===== src/rtl/fetch_ctrl.sv =====
// Instruction fetch front end: pc register, 2-entry {pc, instr} queue toward decode,
// redirect handling and a sticky out-of-range halt.
module fetch_ctrl #(
  parameter logic [31:0] RESET_PC   = 32'h0000_0000,
  parameter int          IMEM_WORDS = 1024
) (
  input  logic        clk,
  input  logic        rst_n,
  input  logic        fetch_en,
  output logic [31:0] imem_addr,
  input  logic [31:0] imem_rdata,
  input  logic        redirect_valid,
  input  logic [31:0] redirect_pc,
  output logic        out_valid,
  input  logic        out_ready,
  output logic [31:0] out_instr,
  output logic [31:0] out_pc,
  output logic        addr_err
);

  // state | meaning
  // IDLE  | not fetching; redirects still load pc and flush the queue
  // FETCH | pushing one word per cycle while the queue has room
  // HALT  | out-of-range fetch seen; queue drains, only reset exits
  typedef enum logic [1:0] {IDLE = 2'd0, FETCH = 2'd1, HALT = 2'd2} state_t;

  localparam logic [31:0] IMEM_WORDS_W = 32'(IMEM_WORDS);

  state_t      state_q, state_d;
  logic [31:0] pc_q, pc_d;
  logic [1:0]  count_q, count_d;
  logic        err_q, err_d;
  logic [31:0] ent_pc_q [2];
  logic [31:0] ent_pc_d [2];
  logic [31:0] ent_instr_q [2];
  logic [31:0] ent_instr_d [2];

  logic pop, redirect, want_push, in_range, push, range_fault;

  assign imem_addr = pc_q;
  assign out_valid = (count_q != 2'd0);
  assign out_pc    = out_valid ? ent_pc_q[0] : 32'h0;
  assign out_instr = out_valid ? ent_instr_q[0] : 32'h0;
  assign addr_err  = err_q;

  assign pop         = out_valid && out_ready;
  assign redirect    = redirect_valid && (state_q != HALT);
  assign in_range    = {2'b00, pc_q[31:2]} < IMEM_WORDS_W;
  assign want_push   = (state_q == FETCH) && ((count_q < 2'd2) || pop) && !redirect_valid;
  assign push        = want_push && in_range;
  assign range_fault = want_push && !in_range;

  always_comb begin
    state_d = state_q;
    unique case (state_q)
      IDLE:    if (fetch_en) state_d = FETCH;
      FETCH:   if (!fetch_en) state_d = IDLE;
      HALT:    state_d = HALT;
      default: state_d = IDLE;
    endcase
    if (range_fault) state_d = HALT;
  end

  always_comb begin
    pc_d           = pc_q;
    count_d        = count_q;
    err_d          = err_q || range_fault;
    ent_pc_d[0]    = ent_pc_q[0];
    ent_pc_d[1]    = ent_pc_q[1];
    ent_instr_d[0] = ent_instr_q[0];
    ent_instr_d[1] = ent_instr_q[1];

    if (redirect) begin
      // A coincident pop has already completed on the output side; just flush.
      pc_d    = {redirect_pc[31:2], 2'b00};
      count_d = 2'd0;
    end else begin
      if (push) pc_d = pc_q + 32'd4;
      unique case ({push, pop})
        2'b01: begin
          ent_pc_d[0]    = ent_pc_q[1];
          ent_instr_d[0] = ent_instr_q[1];
          count_d        = count_q - 2'd1;
        end
        2'b10: begin
          if (count_q == 2'd0) begin
            ent_pc_d[0]    = pc_q;
            ent_instr_d[0] = imem_rdata;
          end else begin
            ent_pc_d[1]    = pc_q;
            ent_instr_d[1] = imem_rdata;
          end
          count_d = count_q + 2'd1;
        end
        2'b11: begin
          if (count_q == 2'd1) begin
            ent_pc_d[0]    = pc_q;
            ent_instr_d[0] = imem_rdata;
          end else begin
            ent_pc_d[0]    = ent_pc_q[1];
            ent_instr_d[0] = ent_instr_q[1];
            ent_pc_d[1]    = pc_q;
            ent_instr_d[1] = imem_rdata;
          end
        end
        default: ;
      endcase
    end
  end

  always_ff @(posedge clk or negedge rst_n) begin
    if (!rst_n) begin
      state_q        <= IDLE;
      pc_q           <= RESET_PC;
      count_q        <= 2'd0;
      err_q          <= 1'b0;
      ent_pc_q[0]    <= 32'h0;
      ent_pc_q[1]    <= 32'h0;
      ent_instr_q[0] <= 32'h0;
      ent_instr_q[1] <= 32'h0;
    end else begin
      state_q        <= state_d;
      pc_q           <= pc_d;
      count_q        <= count_d;
      err_q          <= err_d;
      ent_pc_q[0]    <= ent_pc_d[0];
      ent_pc_q[1]    <= ent_pc_d[1];
      ent_instr_q[0] <= ent_instr_d[0];
      ent_instr_q[1] <= ent_instr_d[1];
    end
  end

endmodule


===== config.mk =====
export PLATFORM = sky130hd
export DESIGN_NAME = fetch_ctrl
export DESIGN_NICKNAME = d
export VERILOG_FILES = /design/src/rtl/fetch_ctrl.sv
export SDC_FILE = /design/constraint.sdc
export NUM_CORES = 1
export LEC_CHECK = 0
export BUFFER_PORTS_ARGS = -buffer_cell sky130_fd_sc_hd__buf_2
export CORE_MARGIN = 4
export CORE_UTILIZATION = 55
export DETAILED_ROUTE_END_ITERATION = 12
export PLACE_DENSITY_LB_ADDON = 0.05
export SLEW_MARGIN = 10
export SYNTH_ARGS = -nofsm -noshare
export SYNTH_HDL_FRONTEND = slang
export SYNTH_SLANG_ARGS = --single-unit

===== constraint.sdc =====
create_clock -name clk -period 3 [get_ports clk]
set_clock_uncertainty 0.15 [all_clocks]
set_input_delay 0.6 -clock clk [delete_from_list [all_inputs] [get_ports clk]]
set_output_delay 0.6 -clock clk [all_outputs]
set_load 0.02 [all_outputs]

==> impl_metrics.ini <==
[synth]
syn_area_sq_um = 7670
yosys_warnings = 0
synth_top_area_cell = dfrtp_1
seq_area_frac_synth_pct = 52.2
yosys.area.top_type_share_pct = 52.2
synth.distinct_cells = 44
synthCells = 748
synth.most_common_cell = dfrtp_1
ys_seq_elements = 160
syn_avg_cell_area_sq_um = 10.2
synth_edf_count = 0
synth_area_leaders = dfrtp_1 52%, mux2_1 5.9%, a311oi_1 4.8%
async_flop_share_pct = 100
ys.flop_type = dfrtp_1
yosys-top-cells-count = 160 x dfrtp_1, 66 x o21ai_0, 63 x nand2_1, 51 x a31oi_1, 48 x nand3_1

[cts]
cts_tree = yes
cts_root_buf = clkbuf_16
clockBufferDepth = 2
path_clk_slew_ns = 0.06
numCtsBuffers = 17
cts_sinks = 160
ctsHoldBuffers = 1
cts_setup_buffers = 0
clk-insertion-delay-late_ns = 0.42
cts_resized = 0
htreeDepth = 4

[pwr]
vdd_ir_drop_max_v = 0.000534
intPower_w = 0.00518
clkPwrFrac_pct = 26.4
power_switching_share_pct = 38.8
fin_total_pwr_w = 0.00846
power.density_nw_per_um2 = 909
p_seq_share_pct = 36.1
p_sw_w = 0.00328
p_leak_nw = 4.30
p_comb_share_pct = 37.5

[die]
rows = 42
start_util_pct = 57.0
die_w_microns = 126
die-area_sq_um = 15900
pin_count = 167
dieHeight_microns = 126
core_region_area_sq_um = 13500

[grt]
grt_pass1_wl_mm = 32.8
first_global_vias = 6458
grt_antenna_before_repair = 3
grt_max_degree = 90
grt_overflow = 0
track_usage_pct = 25.2

[timing]
period_needed_ns = 2.81
fmax_mhz = 356
worst_pin_slew_ns = 0.627
finalCritPeriodShare_pct = 93.7
slew_violations = 0
setup_viol = 0
grt_setup_unrepaired = no
setup_tns_ns = 0
finalHoldViolCount = 0
maxSlewHeadroom_pct = 58.2

[layout]
area_growth_pct = 21.5
drive_above_1_share_pct = 26.1
stdcell_area_sq_um = 9310
post-route-util_pct = 69.2
finalNetCount = 954

[critical_path]
endpoint_kind = output port
crit_path_max_fanout = 42
critical_path_arrival_ns = 2.06
crit_path_start_kind = register
worstSetupPathType = register to output port
crit_required_ns = 2.25

[routing]
wl_met2_mm = 9.64
num_vias = 6423
wl_met1_mm = 8.47
firstDrtPassIters = 5
wl_per_cell_microns = 18.5
antenna_left = 0
drtIter0Drc = 713
routed.top_layer = met5
wl_met3_mm = 1.36
drc = 0
vias_per_cell = 6.00
drt_wl_total_mm = 19.8

[run]
max_cap_violations = 0

[placed_design]
numPortBuffers = 162
hpwlAfterDp_mm = 12.5
gp_congestion = 0.858
placed_area_sq_um = 8690

[hold_path]
hp-class = primary input to register

[status]
outcome = finished, final reports clean
-- cell families after synthesis --
logic type                 after synthesis  share of synthesized area [%]
muxes                                   62                           8.78
and+or+nand+nor                        241                           17.2
DFF                                    160                           52.2
buffers and inverters                   98                           5.40
adders and majority gates                3                          0.490
xor gates and xnor gates                 1                          0.114
other                                    1                         0.0489
AOI/OAI and AO/OA                      182                           15.7
-- state kept, by name (all words and copies together) (netlist names) --
register and count:
addr_err 1, state_q 2, ent_pc_q 61, count_q 2, ent_instr_q 64, imem_addr 30
-- metal layers --
metal | track usage [%] | vias to the layer above
met1 | 34.9 | 3172
met5 | 0 | -
met3 | 5.46 | 36
met4 | 8.14 | 4
met2 | 40.1 | 259
li1 | - | 2952
-- through the flow --
stage / cells / hold WS, ns / worst slack, ns
finish: 1070 / 0.220 / 0.189
global route: 1070 / 0.214 / 0.0703
CTS: 1069 / 0.205 / 0.181
detailed placement: 1038 / 0.308 / 0.287
global placement: 1038 / 0.300 / 0.376
floorplan: 749 / 0.154 / 0.751
-- layout make-up --
| class | count | area [sq um] |
|---|---|---|
| clock inverter | 10 | 163 |
| inverter | 24 | 90.1 |
| tap | 176 | 220 |
| clock buffer | 20 | 447 |
| multi-input combinational | 491 | 3310 |
| sequential | 160 | 4000 |
| antenna | 1 | 2.50 |
| timing repair buffer | 188 | 1080 |
| fill | 1100 | 4140 |
-- critical path, cell delays in order, from the launching register on --
cell,delay [ns]
dfrtp_1,0.36
inv_1,0.24
ha_2,0.28
buf_4,0.43
nor2b_1,0.14
buf_2,0.19
-- path summary, 6_finish.rpt --
| check | startpoint | to | slack, ns | cells after the start |
|---|---|---|---|---|
| max | count_q[1] | out_instr[10] | 0.19 | 5 |
| min | redirect_pc[18] | imem_addr[18] | 0.22 | 3 |
| max reg2reg | count_q[1] | ent_instr_q[53] | 0.33 | 8 |
| min reg2reg | addr_err | addr_err | 0.33 | 1 |
| max in group asynchronous | rst_n | imem_addr[27] | 1.38 | 3 |
| min in group asynchronous | rst_n | ent_instr_q[0] | 0.55 | 2 |
-- power by group through the flow --
stage | sequential [W] | clock, W | combinational [W]
floorplan | 0.00315 | 0 | 0.00198
global placement | 0.00306 | 0 | 0.00311
detailed placement | 0.00308 | 0 | 0.00318
CTS | 0.00305 | 0.00227 | 0.00319
global route | 0.00312 | 0.00236 | 0.00346
finish | 0.00305 | 0.00224 | 0.00317
-- cell usage in the layout, fill, tap and decap left out, types with 3 or more instances in the layout --
cell       Yosys  routed
dfrtp_1      160     160
a21oi_1        5       3
nand4_1        3       3
clkbuf_16      0      17
nor3_1         3       3
nand2_1       63      63
and2_1        21      21
buf_2         22     161
a31oi_1       51      51
inv_1         24      24
mux2i_1       20      20
nand3_1       48      48
mux2_1        40      40
buf_12         0       5
o31ai_1        5       5
or4_1          6       6
o21ai_0       66      66
buf_4          5      20
nor4_4         5       5
nand2b_1       3       3
bufinv_16      0       4
nor2b_1       45      45
a311oi_1      42      42
nor2_1        33      33
Note: power is estimated with default switching activity, not from simulation.
